==> src/rtl/tron_round_ctrl_pkg.sv <==
// Shared encodings for the Tron match logic: FSM states, head directions,
// round-winner codes and the default match length.
package tron_round_ctrl_pkg;

  typedef enum logic [1:0] {
    QI      = 2'b00,
    QGAME_1 = 2'b01,
    QGAME_2 = 2'b10,
    QDONE   = 2'b11
  } state_e;

  typedef enum logic [1:0] {
    DIR_UP    = 2'b00,
    DIR_RIGHT = 2'b01,
    DIR_DOWN  = 2'b10,
    DIR_LEFT  = 2'b11
  } dir_e;

  typedef enum logic [1:0] {
    WIN_NONE = 2'b00,
    WIN_P1   = 2'b01,
    WIN_P2   = 2'b10,
    WIN_DRAW = 2'b11
  } winner_e;

  localparam int DEFAULT_WIN_SCORE = 10;

endpackage

==> src/rtl/tron_round_ctrl_if.sv <==
// Status/control bundle between the collision stage, the round controller
// and the display logic.
interface tron_round_ctrl_if #(
  parameter int SCORE_W = 4
);
  logic               start;
  logic               tick;
  logic               p1_crash;
  logic               p2_crash;
  logic [1:0]         state;
  logic               run;
  logic               round_rst;
  logic [SCORE_W-1:0] p1_score;
  logic [SCORE_W-1:0] p2_score;
  logic [1:0]         round_winner;
  logic               p1_win;
  logic               p2_win;

  modport slave (
    input  start, tick, p1_crash, p2_crash,
    output state, run, round_rst, p1_score, p2_score, round_winner, p1_win, p2_win
  );

  modport master (
    output start, tick, p1_crash, p2_crash,
    input  state, run, round_rst, p1_score, p2_score, round_winner, p1_win, p2_win
  );
endinterface

==> src/rtl/tron_round_ctrl_sync_edge.sv <==
// Two-flop synchroniser with a rising-edge pulse for asynchronous switch and
// button levels; the pulse lasts one clock per low-to-high transition.
module tron_sync_edge (
  input  logic clk_i,
  input  logic rst_i,
  input  logic async_i,
  output logic level_o,
  output logic rise_o
);
  logic meta_q;
  logic sync_q;
  logic prev_q;

  always_ff @(posedge clk_i or posedge rst_i) begin
    if (rst_i) begin
      meta_q <= 1'b0;
      sync_q <= 1'b0;
      prev_q <= 1'b0;
    end else begin
      meta_q <= async_i;
      sync_q <= meta_q;
      prev_q <= sync_q;
    end
  end

  assign level_o = sync_q;
  assign rise_o  = sync_q & ~prev_q;
endmodule

==> src/rtl/tron_round_ctrl.sv <==
// Match/round controller: resolves crashes on game ticks, keeps the score,
// freezes the arena between rounds and drives run/round_rst to the movers.
module tron_round_ctrl
  import tron_round_ctrl_pkg::*;
#(
  parameter int WIN_SCORE   = DEFAULT_WIN_SCORE,
  parameter int SCORE_W     = 4,
  parameter int PAUSE_TICKS = 64,
  parameter int PCNT_W      = 7
) (
  input  logic               board_clk,
  input  logic               reset,
  tron_round_ctrl_if.slave   bus
);
  localparam logic [SCORE_W-1:0] WIN_S    = SCORE_W'(WIN_SCORE);
  localparam logic [PCNT_W-1:0]  PAUSE_LD = PCNT_W'(PAUSE_TICKS);

  logic               start_lvl;
  logic               start_rise;
  state_e             state_q;
  logic               run_q;
  logic               round_rst_q;
  logic [SCORE_W-1:0] p1_score_q;
  logic [SCORE_W-1:0] p2_score_q;
  winner_e            winner_q;
  logic               p1_win_q;
  logic               p2_win_q;
  logic [PCNT_W-1:0]  pcnt_q;
  logic [SCORE_W-1:0] p1_score_d;
  logic [SCORE_W-1:0] p2_score_d;

  function automatic logic [SCORE_W-1:0] sat_inc(input logic [SCORE_W-1:0] v);
    if (v >= WIN_S) return v;
    return v + 1'b1;
  endfunction

  tron_sync_edge u_start_sync (
    .clk_i   (board_clk),
    .rst_i   (reset),
    .async_i (bus.start),
    .level_o (start_lvl),
    .rise_o  (start_rise)
  );

  assign p1_score_d = sat_inc(p1_score_q);
  assign p2_score_d = sat_inc(p2_score_q);

  // Priority: start released, then start edge, then tick-driven events.
  always_ff @(posedge board_clk or posedge reset) begin
    if (reset) begin
      state_q     <= QI;
      run_q       <= 1'b0;
      round_rst_q <= 1'b0;
      p1_score_q  <= '0;
      p2_score_q  <= '0;
      winner_q    <= WIN_NONE;
      p1_win_q    <= 1'b0;
      p2_win_q    <= 1'b0;
      pcnt_q      <= '0;
    end else begin
      round_rst_q <= 1'b0;
      if (state_q != QI && !start_lvl) begin
        state_q  <= QI;
        run_q    <= 1'b0;
        p1_win_q <= 1'b0;
        p2_win_q <= 1'b0;
      end else if (start_rise && (state_q == QI || state_q == QDONE)) begin
        state_q     <= QGAME_1;
        run_q       <= 1'b1;
        round_rst_q <= 1'b1;
        p1_score_q  <= '0;
        p2_score_q  <= '0;
        winner_q    <= WIN_NONE;
        p1_win_q    <= 1'b0;
        p2_win_q    <= 1'b0;
      end else begin
        case (state_q)
          QGAME_1: begin
            if (bus.tick && (bus.p1_crash || bus.p2_crash)) begin
              run_q  <= 1'b0;
              pcnt_q <= PAUSE_LD;
              if (bus.p1_crash && bus.p2_crash) begin
                winner_q <= WIN_DRAW;
                state_q  <= QGAME_2;
              end else if (bus.p2_crash) begin
                p1_score_q <= p1_score_d;
                winner_q   <= WIN_P1;
                if (p1_score_d == WIN_S) begin
                  state_q  <= QDONE;
                  p1_win_q <= 1'b1;
                end else begin
                  state_q  <= QGAME_2;
                end
              end else begin
                p2_score_q <= p2_score_d;
                winner_q   <= WIN_P2;
                if (p2_score_d == WIN_S) begin
                  state_q  <= QDONE;
                  p2_win_q <= 1'b1;
                end else begin
                  state_q  <= QGAME_2;
                end
              end
            end
          end
          QGAME_2: begin
            if (bus.tick) begin
              // A count of 1 here is the tick that empties the pause.
              if (pcnt_q <= PCNT_W'(1)) begin
                pcnt_q      <= '0;
                state_q     <= QGAME_1;
                run_q       <= 1'b1;
                round_rst_q <= 1'b1;
              end else begin
                pcnt_q <= pcnt_q - 1'b1;
              end
            end
          end
          default: ;
        endcase
      end
    end
  end

  assign bus.state        = state_q;
  assign bus.run          = run_q;
  assign bus.round_rst    = round_rst_q;
  assign bus.p1_score     = p1_score_q;
  assign bus.p2_score     = p2_score_q;
  assign bus.round_winner = winner_q;
  assign bus.p1_win       = p1_win_q;
  assign bus.p2_win       = p2_win_q;
endmodule

==> src/flat_wrapper.sv <==
// flat-port wrapper written by rule: the top's interface ports become plain ports
module tron_round_ctrl_flat import tron_round_ctrl_pkg::*;
#(
  parameter int WIN_SCORE   = DEFAULT_WIN_SCORE,
  parameter int SCORE_W     = 4,
  parameter int PAUSE_TICKS = 64,
  parameter int PCNT_W      = 7
)
  (board_clk, reset, bus_start, bus_tick, bus_p1_crash, bus_p2_crash, bus_state, bus_run, bus_round_rst, bus_p1_score, bus_p2_score, bus_round_winner, bus_p1_win, bus_p2_win);
  tron_round_ctrl_if #(.SCORE_W(SCORE_W)) bus_i ();
  input  logic board_clk;
  input  logic reset;
  input wire logic [$bits(bus_i.start)-1:0] bus_start;
  input wire logic [$bits(bus_i.tick)-1:0] bus_tick;
  input wire logic [$bits(bus_i.p1_crash)-1:0] bus_p1_crash;
  input wire logic [$bits(bus_i.p2_crash)-1:0] bus_p2_crash;
  output wire logic [$bits(bus_i.state)-1:0] bus_state;
  output wire logic [$bits(bus_i.run)-1:0] bus_run;
  output wire logic [$bits(bus_i.round_rst)-1:0] bus_round_rst;
  output wire logic [$bits(bus_i.p1_score)-1:0] bus_p1_score;
  output wire logic [$bits(bus_i.p2_score)-1:0] bus_p2_score;
  output wire logic [$bits(bus_i.round_winner)-1:0] bus_round_winner;
  output wire logic [$bits(bus_i.p1_win)-1:0] bus_p1_win;
  output wire logic [$bits(bus_i.p2_win)-1:0] bus_p2_win;
  assign bus_i.start = bus_start;
  assign bus_i.tick = bus_tick;
  assign bus_i.p1_crash = bus_p1_crash;
  assign bus_i.p2_crash = bus_p2_crash;
  assign bus_state = bus_i.state;
  assign bus_run = bus_i.run;
  assign bus_round_rst = bus_i.round_rst;
  assign bus_p1_score = bus_i.p1_score;
  assign bus_p2_score = bus_i.p2_score;
  assign bus_round_winner = bus_i.round_winner;
  assign bus_p1_win = bus_i.p1_win;
  assign bus_p2_win = bus_i.p2_win;
  tron_round_ctrl #(.WIN_SCORE(WIN_SCORE), .SCORE_W(SCORE_W), .PAUSE_TICKS(PAUSE_TICKS), .PCNT_W(PCNT_W)) u_core (.board_clk(board_clk), .reset(reset), .bus(bus_i));
endmodule
==> config.mk <==
export PLATFORM = sky130hd
export DESIGN_NAME = tron_round_ctrl_flat
export DESIGN_NICKNAME = d
export VERILOG_FILES = /design/src/rtl/tron_round_ctrl_pkg.sv /design/src/rtl/tron_round_ctrl_if.sv /design/src/rtl/tron_round_ctrl_sync_edge.sv /design/src/rtl/tron_round_ctrl.sv /design/src/flat_wrapper.sv
export SDC_FILE = /design/constraint.sdc
export NUM_CORES = 1
export LEC_CHECK = 0
export BUFFER_PORTS_ARGS = -buffer_cell sky130_fd_sc_hd__buf_2
export CORE_MARGIN = 1.5
export CORE_UTILIZATION = 61
export DETAILED_ROUTE_END_ITERATION = 10
export PLACE_DENSITY = 0.93
export SETUP_SLACK_MARGIN = 0.05
export SKIP_CTS_REPAIR_TIMING = 1
export SLEW_MARGIN = 20
export SYNTH_ARGS = -nofsm -noshare
export SYNTH_HDL_FRONTEND = slang
export SYNTH_HIERARCHICAL = 1
export SYNTH_SLANG_ARGS = --single-unit
==> constraint.sdc <==
create_clock -name board_clk -period 3.5 [get_ports board_clk]
set_input_delay 0.7 -clock board_clk [delete_from_list [all_inputs] [get_ports board_clk]]
set_output_delay 0.7 -clock board_clk [all_outputs]
set_load 0.02 [all_outputs]
==> run_results.csv, run 1 <==
group,metric,value,unit
route,dr.pass1.iters,4,
timing,tns,0,ps
global_routing,top_usage_layer,"met2",
logic_synthesis,synthDistinctLibCells,48,
cts,h-tree-depth,1,
cts,clock_sinks,26,
pwr,power_density,870.2,nW/um^2
die,start_util,65.48,%
timing,period_share,63.69,%
global_routing,use_met3,6.989,%
cts,cts-root-buf,"clkbuf_4",
logic_synthesis,syn_nets,198,
logic_synthesis,async_reset_ff_share,100.0,%
pwr,max-vdd-ir-drop,0.0005792,V
route,vias_per_cell,6.390,
global_routing,grt_max_degree,24,
global_routing,grt_pass1_vias,1336,
global_routing,overflow,0,
worst_hold_path,holdCritPathClass,"in2async",
status,status,"finished clean",
pwr,comb_power_share,56.4,%
global_routing,use_met1,34.69,%
logic_synthesis,synth_area,1652,sq um
logic_synthesis,ys_seq_elements,26,
timing,tightest_slew,887.0,ps
die,boundaryPins,22,
pwr,clkPwrFrac,9.7,%
die,rows,18,
cts,clkLatencyLatePin,330,ps
timing,relSlewSlack,40.80,%
logic_synthesis,synthAdderAreaFrac,7.576,%
place,finalWeightedCongestion,0.9238,
place,dp_hpwl,2.835,mm
finish,postLayoutCellArea,1790,sq um
cts,clk_pin_slew,140,ps
logic_synthesis,synth_compound_area_share,24.62,%
route,vias,1457,
finish,drive_gt1_share,16.67,%
global_routing,grt_first_pass_wirelength,6.292,mm
finish,antenna-diode-count,0,
timing,fmaxAchievable,448.6,MHz
pwr,switching_share,48.05,%
global_routing,antenna_found_initial,0,
route,routedWlPerCell,16.64,um
die,dieArea,3029,sq um
timing,setup_viol,0,
cts,cts_buffer_depth,2,
timing,hold_viol,0,
logic_synthesis,muxShareOfSynthArea,2.500,%
critical_path,regToRegSetupSlack,1270,ps
logic_synthesis,synth_top_family_by_area,"compound AO/OA/AOI/OAI gates",
logic_synthesis,synthDominantCellAreaShare,39.39,%
timing,finalMaxSlewViolations,0,
logic_synthesis,ys_top_cells_by_area,"dfrtp_1 (39%), ha_1 (7.6%), o21ai_0 (4.5%)",
place,port_buffers,21,
place,placed_area,1754,sq um
critical_path,cp.arrival,2450,ps
logic_synthesis,synth-seq-area-share,39.39,%
logic_synthesis,synth_area_per_cell,9.075,sq um
pwr,p_seq_share,33.8,%
logic_synthesis,synthCells,182,
timing,rsz0062_at_grt,"false",
timing,finalClockSkew,9.307,ps
logic_synthesis,yosysWarnings,6,
finish,area_growth,8.409,%
logic_synthesis,yosysTopAreaCell,"dfrtp_1",
pwr,p_int,809.4,uW
route,drtAntennaViolNets,0,
logic_synthesis,synth_commonest_cells,"dfrtp_1 (26), inv_1 (15), o21ai_0 (15)",
pwr,p_leak,0.8248,nW
logic_synthesis,synth_edf_count,0,
global_routing,grt_usage,30.03,%
die,fp.dieW,55.04,um
die,core-area,2522,sq um
global_routing,grtUsageMet2,52.38,%
route,drc,0,
logic_synthesis,synth.most_common_cell,"dfrtp_1",
critical_path,cp.required,3720,ps
timing,period_minus_slack,2229,ps
finish,num-nets-final,215,
cts,cts_buffers,3,
logic_synthesis,yosys.area_share.simple,19.55,%
critical_path,endpoint_kind,"flop",
route,wl,3.795,mm
critical_path,setup.worst_path.start_class,"flop",
pwr,switchingPower,748.6,uW
logic_synthesis,synth_top_flop_cell,"dfrtp_1",
flow_run,drv_cap,0,
critical_path,r2r_cells,6,
cts,cts_tree,"yes",
critical_path,crit_fanout,12,
die,die_h,55.04,um
pwr,p_total,1.558,mW
critical_path,critical_path_class,"reg2reg",
logic_synthesis,synth_xor_area_share,0.5303,%
route,drtIter0Drc,69,
per-layer routing:
| layer | part of all wire (%) | vias to the layer above | routed length, um |
|---|---|---|---|
| met2 | 52 | 56 | 1964 |
| met3 | 5.7 | 15 | 218 |
| met1 | 40 | 696 | 1508 |
| li1 | - | 690 | - |
| met4 | 2.7 | 0 | 104 |
| met5 | 0 | - | 0 |
critical path, cell delays in order, from the launching register on:
cell and delay [ps]:
dfrtp_1 460, inv_1 110, ha_1 320, nand2b_1 430
o311ai_0 270, o211a_4 230, mux2_1 310
worst paths after layout:
kind,start,endpoint
max,u_core/bus.state[0]$_DFFE_PP0P_,u_core/bus.run$_DFFE_PP0P_
min,reset,u_core/u_start_sync/prev_q$_DFF_PP0_
max reg2reg,u_core/bus.state[0]$_DFFE_PP0P_,u_core/bus.run$_DFFE_PP0P_
min reg2reg,u_core/u_start_sync/meta_q$_DFF_PP0_,u_core/u_start_sync/level_o$_DFF_PP0_
max in group asynchronous,reset,u_core/bus.p2_score[1]$_DFFE_PP0P_
min in group board_clk,u_core/u_start_sync/meta_q$_DFF_PP0_,u_core/u_start_sync/level_o$_DFF_PP0_
per-stage QoR:
| step | util, % | worst slack (ps) | hold WS (ps) | cells |
|---|---|---|---|---|
| floorplan | - | 1477 | 331.2 | 182 |
| global placement | 69.54 | 1424 | 344.7 | 224 |
| detailed placement | 69.54 | 1310 | 335.5 | 224 |
| CTS | 70.98 | 1296 | 203.4 | 228 |
| global route | 70.98 | 1016 | 202.7 | 228 |
| finish | 70.98 | 1271 | 208.3 | 228 |
cell families (layout without fill, tap and decap cells):
family          after synthesis  count (layout)
xor+xnor                      1               1
buf+inv                      24              40
fa+ha+maj                    10              10
flops                        26              26
compound gates               58              58
mux                           4               4
simple gates                 59              59
sequential cells by signal, summed over array words and instances (netlist names):
name and count:
u_core/bus.round_rst 1, u_core/u_start_sync/level_o 1, u_core/bus.run 1, u_core/bus.p2_score 4
u_core/pcnt_q 7, u_core/bus.p2_win 1, u_core/u_start_sync/prev_q 1, u_core/bus.state 2
u_core/bus.round_winner 2, u_core/bus.p1_score 4, u_core/bus.p1_win 1, u_core/u_start_sync/meta_q 1
cell type report:
class / count / area (sq um)
fillers: 206 / 732.0
clock buffers: 4 / 36.28
repair buffers: 21 / 105.1
inverters: 15 / 56.30
well taps: 30 / 37.54
flip-flops and latches: 26 / 650.6
multi-input cells: 132 / 904.6
layout by cell type, fill, tap and decap left out, drive strengths merged, types with 5 or more instances in the layout:
cell type and instances:
dfrtp 26, buf 21, o21ai 17, inv 15
a21oi 12, nand2 11, ha 10, nor2 9
nand3 8, nor2b 6, nand2b 5, nor3 5
or3 5
power groups by stage:
stage / registers (mW) / clock network, mW / logic [mW]
6_report: 0.527 / 0.152 / 0.879
5_1_grt: 0.550 / 0.170 / 0.969
4_1_cts: 0.526 / 0.156 / 0.869
3_5_place_dp: 0.530 / 0 / 0.866
3_3_place_gp: 0.517 / 0 / 0.811
2_1_floorplan: 0.571 / 0 / 0.602
(Power assumes the default switching activity.)
==> run 2: changes to the inputs <==
- CORE_UTILIZATION: 61 -> 51
- PLACE_DENSITY: 0.93 -> 0.84
- clock period: 3.5 -> 1.9 ns (I/O delays scaled with it)
==> run 2 against run 1 <==
Cell area rose by 20%. Combinational power rose to 2.6 times the previous value. Sequential share of layout area fell by 5.8 points. Via count rose by 3.9%. Total power rose by 120%.
==> run_results.csv, run 2 (synthesized netlist as in run 1, its figures left out) <==
group,metric,value,unit
critical_path,endpoint_kind,"flop",
route,drtIter0Drc,75,
pwr,p_leak,0.9798,nW
finish,top_register,"u_core/pcnt_q",
critical_path,cp.required,2120,ps
finish,largest_reg_flops,7,
die,die_h,59.91,um
timing,tightest_slew,393.3,ps
timing,rsz0062_at_grt,"true",
die,rows,20,
cts,h-tree-depth,1,
critical_path,reg2reg_from,"u_core/bus.state[0]$_DFFE_PP0P_",
global_routing,grt_max_degree,24,
timing,period_minus_slack,1841,ps
die,fp.dieW,59.91,um
finish,nFillCells,232,
route,drtAntennaViolNets,0,
die,core-area,3053,sq um
global_routing,grt_usage,22.57,%
worst_hold_path,min_from,"bus_start",
timing,period_share,96.88,%
finish,num-nets-final,244,
pwr,power_density,1624,nW/um^2
critical_path,critical_path_class,"reg2reg",
flow_run,drv_cap,0,
critical_path,cp.arrival,2060,ps
global_routing,grt_first_pass_wirelength,6.196,mm
global_routing,antenna_found_initial,0,
finish,drive_gt1_share,36.12,%
cts,cts_tree,"yes",
finish,finalNonFillerCells,271,
timing,relSlewSlack,73.78,%
timing,tns,0,ps
finish,final_core_utilization,70.33,%
route,routedWlPerCell,14.67,um
finish,final_cell_mix,"buf_4 (26), dfrtp_1 (22), buf_2 (21)",
critical_path,r2r_cells,6,
cts,cts-root-buf,"clkbuf_4",
timing,finalMaxSlewViolations,0,
global_routing,grt_pass1_vias,1415,
cts,clkLatencyLatePin,320,ps
timing,hold_slack,160.1,ps
place,finalWeightedCongestion,0.7882,
cts,clk_pin_slew,140,ps
route,dr.pass1.iters,4,
die,boundaryPins,22,
finish,antenna-diode-count,0,
finish,area_growth,30.00,%
timing,setup_viol,0,
critical_path,setup.worst_path.start_class,"flop",
cts,cts_buffers,3,
route,vias_per_cell,5.587,
pwr,p_total,3.486,mW
timing,fmaxAchievable,543.3,MHz
critical_path,path_cells,"buf_4 > ha_4 > nor2b_1 > o311ai_2 > o211a_4 > mux2_4",
critical_path,critPathLaunch,"u_core/bus.state[0]$_DFFE_PP0P_",
die,dieArea,3589,sq um
place,dp.cells,259,
critical_path,slowest_delay,460,ps
critical_path,cp_slowest_cell,"dfrtp_2",
route,wl,3.976,mm
pwr,max-vdd-ir-drop,0.0009121,V
status,status,"finished clean",
cts,cts_buffer_depth,2,
timing,finalClockSkew,6.632,ps
place,dp_hpwl,2.822,mm
worst_hold_path,holdCritPathClass,"in2reg",
cts,clock_sinks,26,
die,start_util,54.10,%
critical_path,crit_fanout,5,
place,port_buffers,21,
route,vias,1514,
finish,layout_commonest_cell,"buf_4",
timing,hold_viol,0,
worst_hold_path,whs_path_depth,1,
global_routing,overflow,0,
route,drc,0,
[run 2: cell count changes in the layout (fill, tap and decap cells not counted), sizes merged]
cell and change:
dlygate4sd3 +1, buf +28
[run 2: through the flow]
stage / area, sq um / setup slack [ps]
2_1_floorplan: 1673 / 41.76
3_3_place_gp: 1941 / 40.63
3_5_place_dp: 1941 / -62.33
4_1_cts: 1977 / -139.6
5_1_grt: 2147 / -25.75
6_report: 2147 / 59.24
[run 2: final timing paths]
path | end | slack, ps
setup reg to reg | u_core/bus.run$_DFFE_PP0P_ | 60
max in group asynchronous | u_core/bus.state[1]$_DFFE_PP0P_ | 1010
setup / recovery | u_core/bus.run$_DFFE_PP0P_ | 60
hold reg to reg | u_core/u_start_sync/level_o$_DFF_PP0_ | 380
min in group asynchronous | u_core/u_start_sync/meta_q$_DFF_PP0_ | 460
hold / removal | u_core/u_start_sync/meta_q$_DFF_PP0_ | 160
[run 2: cell type report]
type,count,area (sq um),area share (%)
inverter,15,58.81,2.739
clock buffer,4,36.28,1.690
sequential,26,655.6,30.54
multi-input combinational,132,1008,46.97
timing repair buffer,50,332.8,15.50
tap,44,55.05,2.564
[run 2: critical path: cells and delay by family (launching register included)]
family	cells	cell delay, ps
buf+inv	1	150
fa+ha+maj	1	170
flops	1	460
mux	1	310
compound gates	2	530
simple gates	1	130
[run 2: where the power goes]
group	leakage (nW)	switching [mW]	internal, mW
Sequential	0.329	0.207	0.731
Combinational	0.630	1.20	1.06
Clock	0.0210	0.165	0.117
Total	0.980	1.58	1.91
[run 2: routing by layer]
layer  vias up  track usage, %  wire length (um)
met5         -               0                 0
met4         0           6.349                54
met3         8           2.814               152
met2        36           39.44              2015
li1        744               -                 -
met1       726           29.14              1754
